--- src/rtl/onehot_pulse_decoder_pkg.sv ---
// rtl/onehot_pulse_decoder_pkg.sv - shared types and helpers for the one-hot pulse decoder
package onehot_pulse_decoder_pkg;

    typedef enum logic [1:0] {
        IDLE  = 2'd0,
        DRIVE = 2'd1,
        GAP   = 2'd2
    } state_t;

    // Widest one-hot vector the helper can build (IN_W up to 8).
    localparam int MAX_OUT_W = 256;

    // Single bit set at position 'code'; callers truncate to their own width.
    function automatic logic [MAX_OUT_W-1:0] to_onehot(input int code);
        return MAX_OUT_W'(1) << code;
    endfunction

    // Ceiling log2; returns 0 for values 0 and 1.
    function automatic int clog2(input int value);
        int r;
        r = 0;
        while ((1 << r) < value) begin
            r = r + 1;
        end
        return r;
    endfunction

    function automatic int max3(input int a, input int b, input int c);
        int m;
        m = a;
        if (b > m) m = b;
        if (c > m) m = c;
        return m;
    endfunction

endpackage

--- src/rtl/onehot_pulse_decoder_sat_counter.sv ---
// rtl/onehot_pulse_decoder_sat_counter.sv - saturating event counter with clear priority
module sat_counter #(
    parameter int CNT_W = 8
) (
    input  logic             clk,
    input  logic             rst,
    input  logic             clr,
    input  logic             inc,
    output logic [CNT_W-1:0] value
);

    // Count up on inc, hold at all-ones; reset and clear both win over inc.
    always_ff @(posedge clk) begin
        if (rst || clr) begin
            value <= '0;
        end else if (inc && (value != '1)) begin
            value <= value + CNT_W'(1);
        end
    end

endmodule

--- src/rtl/onehot_pulse_decoder.sv ---
// rtl/onehot_pulse_decoder.sv - code-to-one-hot strobe generator with pulse/gap timing and event counters
module onehot_pulse_decoder
    import onehot_pulse_decoder_pkg::*;
#(
    parameter  int IN_W      = 2,
    parameter  int PULSE_LEN = 4,
    parameter  int GAP_LEN   = 1,
    parameter  int CNT_W     = 8,
    localparam int OUT_W     = 2 ** IN_W
) (
    input  logic             clk,
    input  logic             rst,
    input  logic [IN_W-1:0]  in_code,
    input  logic             in_valid,
    output logic             in_ready,
    output logic [OUT_W-1:0] out_onehot,
    output logic             out_active,
    output logic             busy,
    input  logic             cnt_clr,
    input  logic [IN_W-1:0]  cnt_sel,
    output logic [CNT_W-1:0] cnt_value
);

    // Timer must hold both PULSE_LEN-1 and GAP_LEN-1.
    localparam int TW = max3(clog2(PULSE_LEN), clog2(GAP_LEN), 1);

    if (PULSE_LEN < 1) begin : g_bad_pulse_len
        $error("onehot_pulse_decoder: PULSE_LEN must be at least 1");
    end
    if (GAP_LEN < 0) begin : g_bad_gap_len
        $error("onehot_pulse_decoder: GAP_LEN must not be negative");
    end
    if (IN_W < 1 || IN_W > 8) begin : g_bad_in_w
        $error("onehot_pulse_decoder: IN_W must be between 1 and 8");
    end

    state_t            state;
    state_t            state_n;
    logic [TW-1:0]     timer;
    logic [TW-1:0]     timer_n;
    logic [IN_W-1:0]   code_q;
    logic [IN_W-1:0]   code_n;
    logic [OUT_W-1:0]  onehot_q;
    logic              accept;
    logic [OUT_W-1:0]  inc;
    logic [CNT_W-1:0]  cnt [OUT_W];

    // Ready only in IDLE, and never while reset is held.
    assign in_ready   = (state == IDLE) && !rst;
    assign accept     = in_valid && in_ready;
    assign busy       = (state != IDLE);
    assign out_onehot = onehot_q;
    assign out_active = |onehot_q;

    // Next-state, timer and captured-code logic for the IDLE/DRIVE/GAP sequence.
    always_comb begin
        state_n = state;
        timer_n = timer;
        code_n  = code_q;
        case (state)
            IDLE: begin
                if (accept) begin
                    state_n = DRIVE;
                    timer_n = TW'(PULSE_LEN - 1);
                    code_n  = in_code;
                end
            end
            DRIVE: begin
                if (timer == '0) begin
                    if (GAP_LEN > 0) begin
                        state_n = GAP;
                        timer_n = TW'(GAP_LEN - 1);
                    end else begin
                        state_n = IDLE;
                    end
                end else begin
                    timer_n = timer - TW'(1);
                end
            end
            GAP: begin
                if (timer == '0) begin
                    state_n = IDLE;
                end else begin
                    timer_n = timer - TW'(1);
                end
            end
            default: begin
                state_n = IDLE;
                timer_n = '0;
            end
        endcase
    end

    // State registers; the strobe is registered so it is glitch-free and exactly one cycle behind the accept.
    always_ff @(posedge clk) begin
        if (rst) begin
            state    <= IDLE;
            timer    <= '0;
            code_q   <= '0;
            onehot_q <= '0;
        end else begin
            state    <= state_n;
            timer    <= timer_n;
            code_q   <= code_n;
            onehot_q <= (state_n == DRIVE) ? OUT_W'(to_onehot(int'(code_n))) : '0;
        end
    end

    for (genvar i = 0; i < OUT_W; i++) begin : g_cnt
        assign inc[i] = accept && (in_code == IN_W'(i));

        sat_counter #(
            .CNT_W(CNT_W)
        ) u_cnt (
            .clk   (clk),
            .rst   (rst),
            .clr   (cnt_clr),
            .inc   (inc[i]),
            .value (cnt[i])
        );
    end

    assign cnt_value = cnt[cnt_sel];

endmodule
--- config.mk ---
export PLATFORM = sky130hd
export DESIGN_NAME = onehot_pulse_decoder
export DESIGN_NICKNAME = d
export VERILOG_FILES = /design/src/rtl/onehot_pulse_decoder_pkg.sv /design/src/rtl/onehot_pulse_decoder_sat_counter.sv /design/src/rtl/onehot_pulse_decoder.sv
export SDC_FILE = /design/constraint.sdc
export NUM_CORES = 1
export LEC_CHECK = 0
export CORE_MARGIN = 1
export CORE_UTILIZATION = 56
export DETAILED_ROUTE_END_ITERATION = 6
export GPL_ROUTABILITY_DRIVEN = 1
export HOLD_SLACK_MARGIN = 0.1
export PLACE_DENSITY = 0.82
export SETUP_SLACK_MARGIN = 0.2
export SYNTH_ARGS = -nofsm -noshare
export SYNTH_HDL_FRONTEND = slang
export SYNTH_SLANG_ARGS = --single-unit
--- constraint.sdc ---
create_clock -name clk -period 2.3 [get_ports clk]
set_clock_uncertainty 0.05 [all_clocks]
set_input_delay 0.46 -clock clk [delete_from_list [all_inputs] [get_ports clk]]
set_output_delay 0.46 -clock clk [all_outputs]
set_load 0.01 [all_outputs]
==> After elaboration in Yosys (flattened, before gate mapping) <==
Cells that the tools add are included.
{ "word_totals": {"reg_bits": 42, "inputBits": 8, "output_inout_bits": 15, "elab_cells": 61} }
{ "classes": {"add_sub_neg": 5, "order_cmp": 1, "n_eq_ne": 12, "shift": 1, "mux": 13, "n_bitwise": 2, "n_reduce_logical": 19} }
{ "ops": {"columns": ["cell", "n"], "rows": [
  ["8-bit by 1-bit adder with 8-bit output (second input constant)", 4],
  ["8-bit != test (second input constant)", 4],
  ["8-bit binary-select mux with 2-bit select", 1],
  ["2-bit two-way mux", 8],
  ["8-bit two-way mux", 2],
  ["2-bit case mux with 3 select lines", 2],
  ["1-bit logical AND", 10],
  ["2-bit by 1-bit == test with 1-bit output (second input constant)", 3],
  ["2-bit == test (second input constant)", 3],
  ["2-bit logical NOT", 3],
  ["2-bit != test (second input constant)", 2],
  ["4-bit OR reduction", 1],
  ["1-bit by 2-bit << shifter with 4-bit output (first input constant)", 1],
  ["3-bit >= comparator (second input constant)", 1],
  ["2-bit NOT with 3-bit output", 1],
  ["2-bit AND reduction", 1],
  ["2-bit nonzero test", 1],
  ["2-bit OR reduction", 1],
  ["2-bit by 1-bit subtractor with 2-bit output (second input constant)", 1],
  ["1-bit logical NOT", 1],
  ["1-bit logical OR", 1],
  ["1-bit NOT", 1]
]} }

==> Longest topological paths before layout <==
Gate-level depths: netlist (run 1).
{ "logic_depth": {"ltp_word": 8, "mapped_depth": 6, "depth_no_buf": 6} }

==> Cells and area by module <==
Synthesis (run 1) repeated with hierarchy kept, for this count alone.
{ "unflattened": {"hier_cells": 261, "area_unflattened_um2": 2416.1} }
{ "by_module_without_submodules": {"columns": ["mod", "n_inst", "cells_each", "area_each_um2", "seq_area_each_um2"], "rows": [
  ["sat_counter", 4, 48, 421.7, 160.2],
  ["onehot_pulse_decoder", 1, 69, 729.4, 200.2]
]} }

==> Least setup slack after synthesis (run 1) <==
Ideal clock, no wire load.
{ "synth_path": {"path_kind": "input to output", "from": "input cnt_sel[0]", "to": "output cnt_value[0]", "t_arrival_ns": 1.475, "required_time_ns": 1.790, "path_slack_ns": 0.315, "cell_stages": 2, "n_path_buf": 1, "path_cell_list": "clkbuf_1 mux4_2"} }
{ "synth_between": {"elab_chain_cells": 4} }
{ "synth_lines": {"columns": ["item", "line", "rtl"], "rows": [
  ["start: declaration", "onehot_pulse_decoder.sv:20", "input logic [IN_W-1:0] cnt_sel,"],
  ["2-bit NOT with 3-bit output (not written as such)", "onehot_pulse_decoder.sv:123", "assign cnt_value = cnt[cnt_sel];"],
  ["8-bit binary-select mux with 2-bit select", "onehot_pulse_decoder.sv:123", null],
  ["8-bit two-way mux (not written as such) (2 in series)", "onehot_pulse_decoder.sv:123", null],
  ["end: declaration", "onehot_pulse_decoder.sv:21", "output logic [CNT_W-1:0] cnt_value"]
]} }
Every way passes these cells. The select of a mux whose other input is x is not followed.

==> Worst setup path in the final report (run 1) <==
Same ends and word-level chain as after synthesis.

==> results of run 1 <==
-- flip-flops by register name, indices dropped and copies added, names as in the netlist --
| register | flops |
|---|---|
| g_cnt.u_cnt.value | 32 |
| out_onehot | 4 |
| code_q | 2 |
| state | 2 |
| timer | 2 |
-- final cells by class --
cell class                 instances  area, µm²
multi-input combinational        173       1260
fill                             269       1008
sequential                        42      843.3
timing repair buffer              44      371.6
clock buffer                       6      82.58
clock inverter                     2      60.06
tap                               48      60.06
inverter                           8      30.03
-- synthesized netlist by cell type --
master and instances:
o41ai_1 2, nand3_1 12, nand2b_1 2, inv_1 8
o211ai_2 1, a21oi_1 15, buf_1 1, nand4_1 7
buf_2 2, clkbuf_1 4, a2bb2oi_1 1, nand2_1 12
nor4b_1 1, nor3b_1 1, o2111ai_1 4, or2_2 1
o211a_1 2, o311ai_0 2, and3_1 4, buf_6 2
nor2b_1 3, o21ai_0 10, o211ai_1 4, or4b_1 2
dfxtp_1 42, nor3_1 3, o31ai_1 4, nor4b_4 1
mux4_2 8, mux2i_1 6, xor2_1 8, a21boi_0 1
ha_1 7, buf_4 1, a211oi_1 7, or3_1 9
or4_1 4, and4bb_2 1, and4_1 3, nor2_1 25
-- worst max path at each step --
| stage | startpoint | endpoint | slack [ns] |
|---|---|---|---|
| 2_1_floorplan | cnt_sel[0] | cnt_value[0] | 0.31 |
| 3_3_place_gp | cnt_sel[0] | cnt_value[2] | -0.29 |
| 3_5_place_dp | cnt_sel[0] | cnt_value[0] | -0.36 |
| 4_1_cts | cnt_sel[0] | cnt_value[4] | 0.21 |
| 5_1_grt | in_code[0] | g_cnt[1].u_cnt.value[6] | 0.20 |
| 6_report | cnt_sel[0] | cnt_value[0] | 0.26 |
-- kinds of logic after synthesis --
family | count (synthesis)
AND/OR/NAND/NOR | 91
AO/OA/AOI/OAI | 53
flip-flops | 42
buffers and inverters | 18
multiplexers | 14
XOR/XNOR | 8
adder cells (fa/ha/maj) | 7
-- metrics by stage --
stage          std cells  hold WS, ns    util
2_1_floorplan        233       0.4117       -
3_3_place_gp         314       0.4337  0.6980
3_5_place_dp         314       0.4448  0.6980
4_1_cts              322       0.4626  0.7306
5_1_grt              323       0.4922  0.7286
6_report             323       0.4596  0.7286
-- power groups by stage --
stage | combinational [W] | clock [W] | sequential (W)
floorplan | 0.000107 | 0 | 0.000766
global placement | 0.000177 | 0 | 0.000773
CTS | 0.000179 | 0.000731 | 0.000757
detailed placement | 0.000180 | 0 | 0.000774
global route | 0.000197 | 0.000763 | 0.000760
finish | 0.000181 | 0.000726 | 0.000758
-- per-layer routing --
layer / routed length [µm] / track usage / part of all wire
met3: 289 / 0.06338 / 0.054
met5: 0 / 0 / 0
met2: 2521 / 0.4368 / 0.47
met1: 2340 / 0.3552 / 0.44
met4: 165 / 0.1417 / 0.031
-- placed cells by master, fill, tap and decap left out, drive strengths merged, types with 4 or more instances in the layout --
cell and count:
dfxtp 42, buf 30, nor2 25, a21oi 15, nand2 12, nand3 12, o21ai 10, or3 9
clkdlybuf4s50 9, mux4 8, xor2 8, inv 8, nand4 7, a211oi 7, ha 7, mux2i 6
clkbuf 6, o211ai 5, or4 4, o31ai 4, and3 4, o2111ai 4, dlygate4sd2 4
-- what timing repair did --
item | CTS | global route
gates resized for setup | 35 | 6
setup buffers | 0 | 1
pin swaps | 0 | 2
setup endpoints to repair | 11 | 6
-- worst min-delay path: cells and delay by family, from the launching register on --
family,cells,cell delay (ns)
buf+inv,1,0.08
flops,1,0.33
compound gates,1,0.06
==> results.py, run 1 <==
metrics = {
    "finish": {
        "antennaDiodeCount": 0,
        "final_nets": 289,
        "final_cell_area_um2": 2708,
        "area_growth_pct": 23.66,
        "drive_gt1_frac": 0.1927,
    },
    "run_status": {
        "status": "completed",
    },
    "synthesis": {
        "yosys.area.top_type": "dfxtp_1",
        "synth_warnings": 0,
        "synth-compound-area-share": 0.1629,
        "syn_avg_cell_area_um2": 9.397,
        "synth_top_family_by_area": "simple AND/OR/NAND/NOR gates",
        "synthAdderAreaFrac": 0.04000,
        "synthDistinctLibCells": 40,
        "synth-seq-cells": 42,
        "ys_seq_area_frac": 0.3840,
        "synth_xor_area_frac": 0.03200,
        "ys_top_cells_by_area": "dfxtp_1 38%, mux4_2 8.2%, nor2_1 4.3%",
        "synth.area.mux_share": 0.1097,
        "yosys.area_share.simple": 0.2309,
        "synthesis.area_um2": 2190,
        "synth_top_area_frac": 0.3840,
        "syn_inst": 233,
        "synthesis.nets": 248,
    },
    "clock_network": {
        "path_clk_slew_ns": 0.08,
        "cts_hold_buf": 0,
        "htreeDepth": 2,
        "numCtsBuffers": 5,
        "root_buffer": "clkbuf_8",
        "clk_path_buf_depth": 2,
        "cts_tree": "built",
        "worstSkewPairLatency_ns": 0.30,
        "cts_sinks": 42,
    },
    "global_route": {
        "grt_pass1_wl_mm": 8.659,
        "grt_max_degree": 21,
        "antenna_found_initial": 0,
        "grt_pass1_vias": 1887,
        "track_usage": 0.2777,
        "grt_overflow": 0,
    },
    "place": {
        "place.gp.congestion": 0.8317,
        "place_ws_ns": -0.3600,
        "io_buffers": 22,
        "postPlaceCellArea_um2": 2594,
        "place_hpwl_mm": 3.729,
    },
    "floorplan": {
        "design.core.area_um2": 3716,
        "initial_core_util": 0.5892,
        "ios": 23,
        "die_x_um": 64.53,
        "die_h_um": 64.53,
        "core.rowCount": 22,
        "dieArea_um2": 4164,
    },
    "flow_run": {
        "max-cap-violations": 0,
    },
    "setup_path": {
        "timing.rr.end": "g_cnt[0].u_cnt.value[5]",
        "cp_max_fo": 8,
        "reg2regPathDepth": 4,
        "path_depth": 4,
        "cpLargestDelayFamily": "buffers and inverters",
        "reg2reg_from": "state[1]",
        "cp.buffers_inverters": 3,
        "start_kind": "input port",
        "cp.required_ns": 1.79,
        "crit_chain": "dlygate4sd2_1, buf_12, mux4_2, buf_2",
        "timing.setup.critical_path_class": "in -> out",
        "slowest_delay_ns": 0.51,
        "critPathArrivalTime_ns": 1.53,
        "r2r_setup_slack_ns": 0.49,
        "cp-end-kind": "output pin",
        "slowest_stage": "mux4_2",
    },
    "route": {
        "vias_per_cell": 6.189,
        "firstDrtPassIters": 4,
        "wl_per_cell_um": 16.46,
        "vias": 1999,
        "drc": 0,
        "drt_iter0_markers": 208,
        "drt_wl_total_mm": 5.316,
        "final_antenna_net_count": 0,
    },
    "timing": {
        "setup_tns_ns": 0,
        "maxSlewHeadroom": 0.7338,
        "min_period_over_period": 0.8856,
        "period_needed_ns": 2.037,
        "setup_violations": 0,
        "final-max-slew-violation-count": 0,
        "max_freq_mhz": 491.0,
        "hold_viol": 0,
        "worst_slack_ns": 0.2632,
        "rsz0062_at_grt": "no",
        "worst-slew-pin-transition_ns": 0.3883,
    },
    "power": {
        "total_power_w": 0.001665,
        "netSwitchingFraction": 0.2213,
        "p_int_w": 0.001296,
        "cellLeakagePower_nw": 1.043,
        "p_per_area_nw_per_um2": 614.9,
        "clkPwrFrac": 0.436,
        "p_sw_w": 0.0003685,
        "peakVddDrop_uv": 409.5,
        "pwr-share-comb": 0.109,
        "seq_power_share": 0.455,
    },
    "min_path": {
        "hold_depth": 2,
        "worstHoldStart": "timer[1]",
        "worstHoldEndpoint": "timer[1]",
        "hold_path_class": "reg -> reg",
    },
}
Note: power is estimated with default switching activity, not from simulation.
==> run 2, diff against run 1 <==
CORE_MARGIN = default   (was 1)
HOLD_SLACK_MARGIN = 0.02   (was 0.1)
==> results of run 2 <==
Final layout, timing and power as in run 1 (identical DEF).
==> run 3, diff against run 2 <==
MAX_ROUTING_LAYER = met4   (was default)
REMOVE_ABC_BUFFERS = 1   (was default)
==> run 3 against run 2 <==
Effect of this change:
- clock power fell by 18%
- fmax fell by 0.46%
- sequential power barely moved
- final area fell by 1.5%
- total power fell by 8.3%
- die area did not move
- critical path depth did not move
- worst hold slack got worse by 0.0020 ns
- worst setup slack got worse by 0.0095 ns
- non-clock buffer count fell by 1
- count of clock-buffer cells in the layout fell by 1
- critical path type unchanged
- highest routed layer unchanged
==> results.py, run 3 (synthesized netlist as in run 1, its figures left out) <==
metrics = {
    "run_status": {
        "status": "completed",
    },
    "power": {
        "total_power_w": 0.001527,
        "cellLeakagePower_nw": 1.018,
        "p_per_area_nw_per_um2": 572.6,
        "peakVddDrop_uv": 403.0,
    },
    "timing": {
        "setup_violations": 0,
        "period_needed_ns": 2.046,
        "min_period_over_period": 0.8897,
        "maxSlewHeadroom": 0.6552,
        "worst-slew-pin-transition_ns": 0.5126,
        "final-max-slew-violation-count": 0,
        "rsz0062_at_grt": "no",
        "holdWs_ns": 0.4576,
        "hold_viol": 0,
        "max_freq_mhz": 488.7,
    },
    "place": {
        "postPlaceCellArea_um2": 2594,
        "numPlacedInstances": 314,
        "place.gp.congestion": 0.8439,
        "io_buffers": 22,
        "place_hpwl_mm": 3.738,
    },
    "floorplan": {
        "dieArea_um2": 4164,
        "design.core.area_um2": 3716,
        "ios": 23,
        "core.rowCount": 22,
        "die_h_um": 64.53,
        "die_x_um": 64.53,
        "initial_core_util": 0.5892,
    },
    "setup_path": {
        "cp-end-kind": "output pin",
        "timing.setup.critical_path_class": "in -> out",
        "cpLargestDelayFamily": "buffers and inverters",
        "cp.buffers_inverters": 3,
        "reg2reg_from": "state[1]",
        "timing.rr.end": "g_cnt[0].u_cnt.value[5]",
        "cp-startpoint": "rst",
        "endpoint": "in_ready",
        "path_depth": 4,
        "reg2regPathDepth": 4,
        "slowest_stage": "clkdlybuf4s50_1",
        "r2r_setup_slack_ns": 0.55,
        "cp_max_fo": 4,
        "start_kind": "input port",
        "crit_chain": "dlygate4sd2_1, buf_4, nor2_1, clkdlybuf4s50_1",
        "cp.required_ns": 1.79,
        "slowest_delay_ns": 0.53,
        "critPathArrivalTime_ns": 1.54,
    },
    "route": {
        "drt_iter0_markers": 177,
        "drc": 0,
        "vias_per_cell": 6.124,
        "firstDrtPassIters": 4,
        "drt_wl_total_mm": 5.147,
        "wl_per_cell_um": 15.98,
        "final_antenna_net_count": 0,
        "vias": 1972,
    },
    "finish": {
        "post-route-util": 0.7175,
        "area_growth_pct": 21.77,
        "final_cell_mix": "40 x dfxtp_1, 25 x nor2_1, 19 x buf_4, 15 x a21oi_1",
        "final_cell_area_um2": 2666,
        "largest-register": "g_cnt.u_cnt.value",
        "n_fill_cell": 273,
        "largest_reg_flops": 32,
        "stdcell_count": 322,
        "final_nets": 288,
        "antennaDiodeCount": 0,
        "drive_gt1_frac": 0.1861,
        "mostFrequentLayoutCell": "dfxtp_1",
    },
    "clock_network": {
        "cts_hold_buf": 0,
        "cts_sinks": 42,
        "worstSkewPairLatency_ns": 0.30,
        "post_cts_buffers": 0,
        "clk_path_buf_depth": 2,
        "root_buffer": "clkbuf_8",
        "cts_tree": "built",
        "htreeDepth": 2,
        "numCtsBuffers": 5,
        "path_clk_slew_ns": 0.08,
    },
    "global_route": {
        "grt_max_degree": 16,
        "grt_pass1_vias": 1877,
        "antenna_found_initial": 0,
        "grt_pass1_wl_mm": 8.569,
        "track_usage": 0.2779,
        "grt_overflow": 0,
    },
    "flow_run": {
        "max-cap-violations": 0,
    },
    "min_path": {
        "hold_path_class": "reg -> reg",
    },
}
==> run 3: cell types whose count changed in the layout (fill, tap and decap cells not counted) <==
cell	delta
bufinv_16	-1
buf_6	-1
clkbuf_8	-1
inv_2	-1
clkinv_2	+1
inv_1	+1
o311ai_1	+1
inv_6	+1
o311ai_0	-1
==> run 3: routing by layer <==
layer	track usage	part of all wire	wire length, µm
met2	0.4526	0.49	2529
met4	0.1083	0.018	93
met5	-	0	0
met1	0.3300	0.43	2221
met3	0.06866	0.059	302
==> run 3: metrics by stage <==
| stage | setup slack (ns) | TNS (ns) |
|---|---|---|
| after global routing | 0.2061 | 0 |
| after CTS | 0.2161 | 0 |
| after detailed placement | -0.3295 | -2.888 |
| after global placement | -0.3174 | -2.646 |
| final | 0.2537 | 0 |
| after floorplan | 0.4763 | 0 |
==> run 3: worst min path at each step <==
stage / to / depth (start not counted) / from / slack, ns
2_1_floorplan: g_cnt[1].u_cnt.value[6] / 2 / g_cnt[1].u_cnt.value[6] / 0.41
3_3_place_gp: g_cnt[1].u_cnt.value[6] / 2 / g_cnt[1].u_cnt.value[6] / 0.43
3_5_place_dp: g_cnt[0].u_cnt.value[6] / 2 / g_cnt[0].u_cnt.value[6] / 0.44
4_1_cts: g_cnt[0].u_cnt.value[6] / 2 / g_cnt[0].u_cnt.value[6] / 0.46
5_1_grt: g_cnt[0].u_cnt.value[6] / 2 / g_cnt[0].u_cnt.value[6] / 0.47
6_report: timer[1] / 2 / timer[1] / 0.46
==> run 3: final cells by class <==
cell class,instances,area (µm²),share of cell area
clock buffers,5,68.82,0.02581
clock inverters,3,43.79,0.01642
inverters,8,30.03,0.01126
multi-input cells,173,1260,0.4725
flip-flops and latches,42,843.3,0.3163
well taps,48,60.06,0.02252
repair buffers,43,360.3,0.1351
==> run 3: worst register-to-register path, delay by kind of cell, from the launching register on <==
| family | cells | cell delay [ns] |
|---|---|---|
| simple gates | 3 | 1.08 |
| flops | 1 | 0.37 |
| compound gates | 1 | 0.14 |
==> run 3: what timing repair did <==
item                                    in CTS  in global routing
pin swaps                                    0                  2
resized for setup                           36                  4
endpoints found under the setup margin      11                  5
==> run 3: report_power, final <==
| group | total (W) | internal [W] | switching [W] |
|---|---|---|---|
| logic | 0.000176 | 0.0000883 | 0.0000880 |
| registers | 0.000757 | 0.000742 | 0.0000152 |
| clock network | 0.000593 | 0.000325 | 0.000268 |
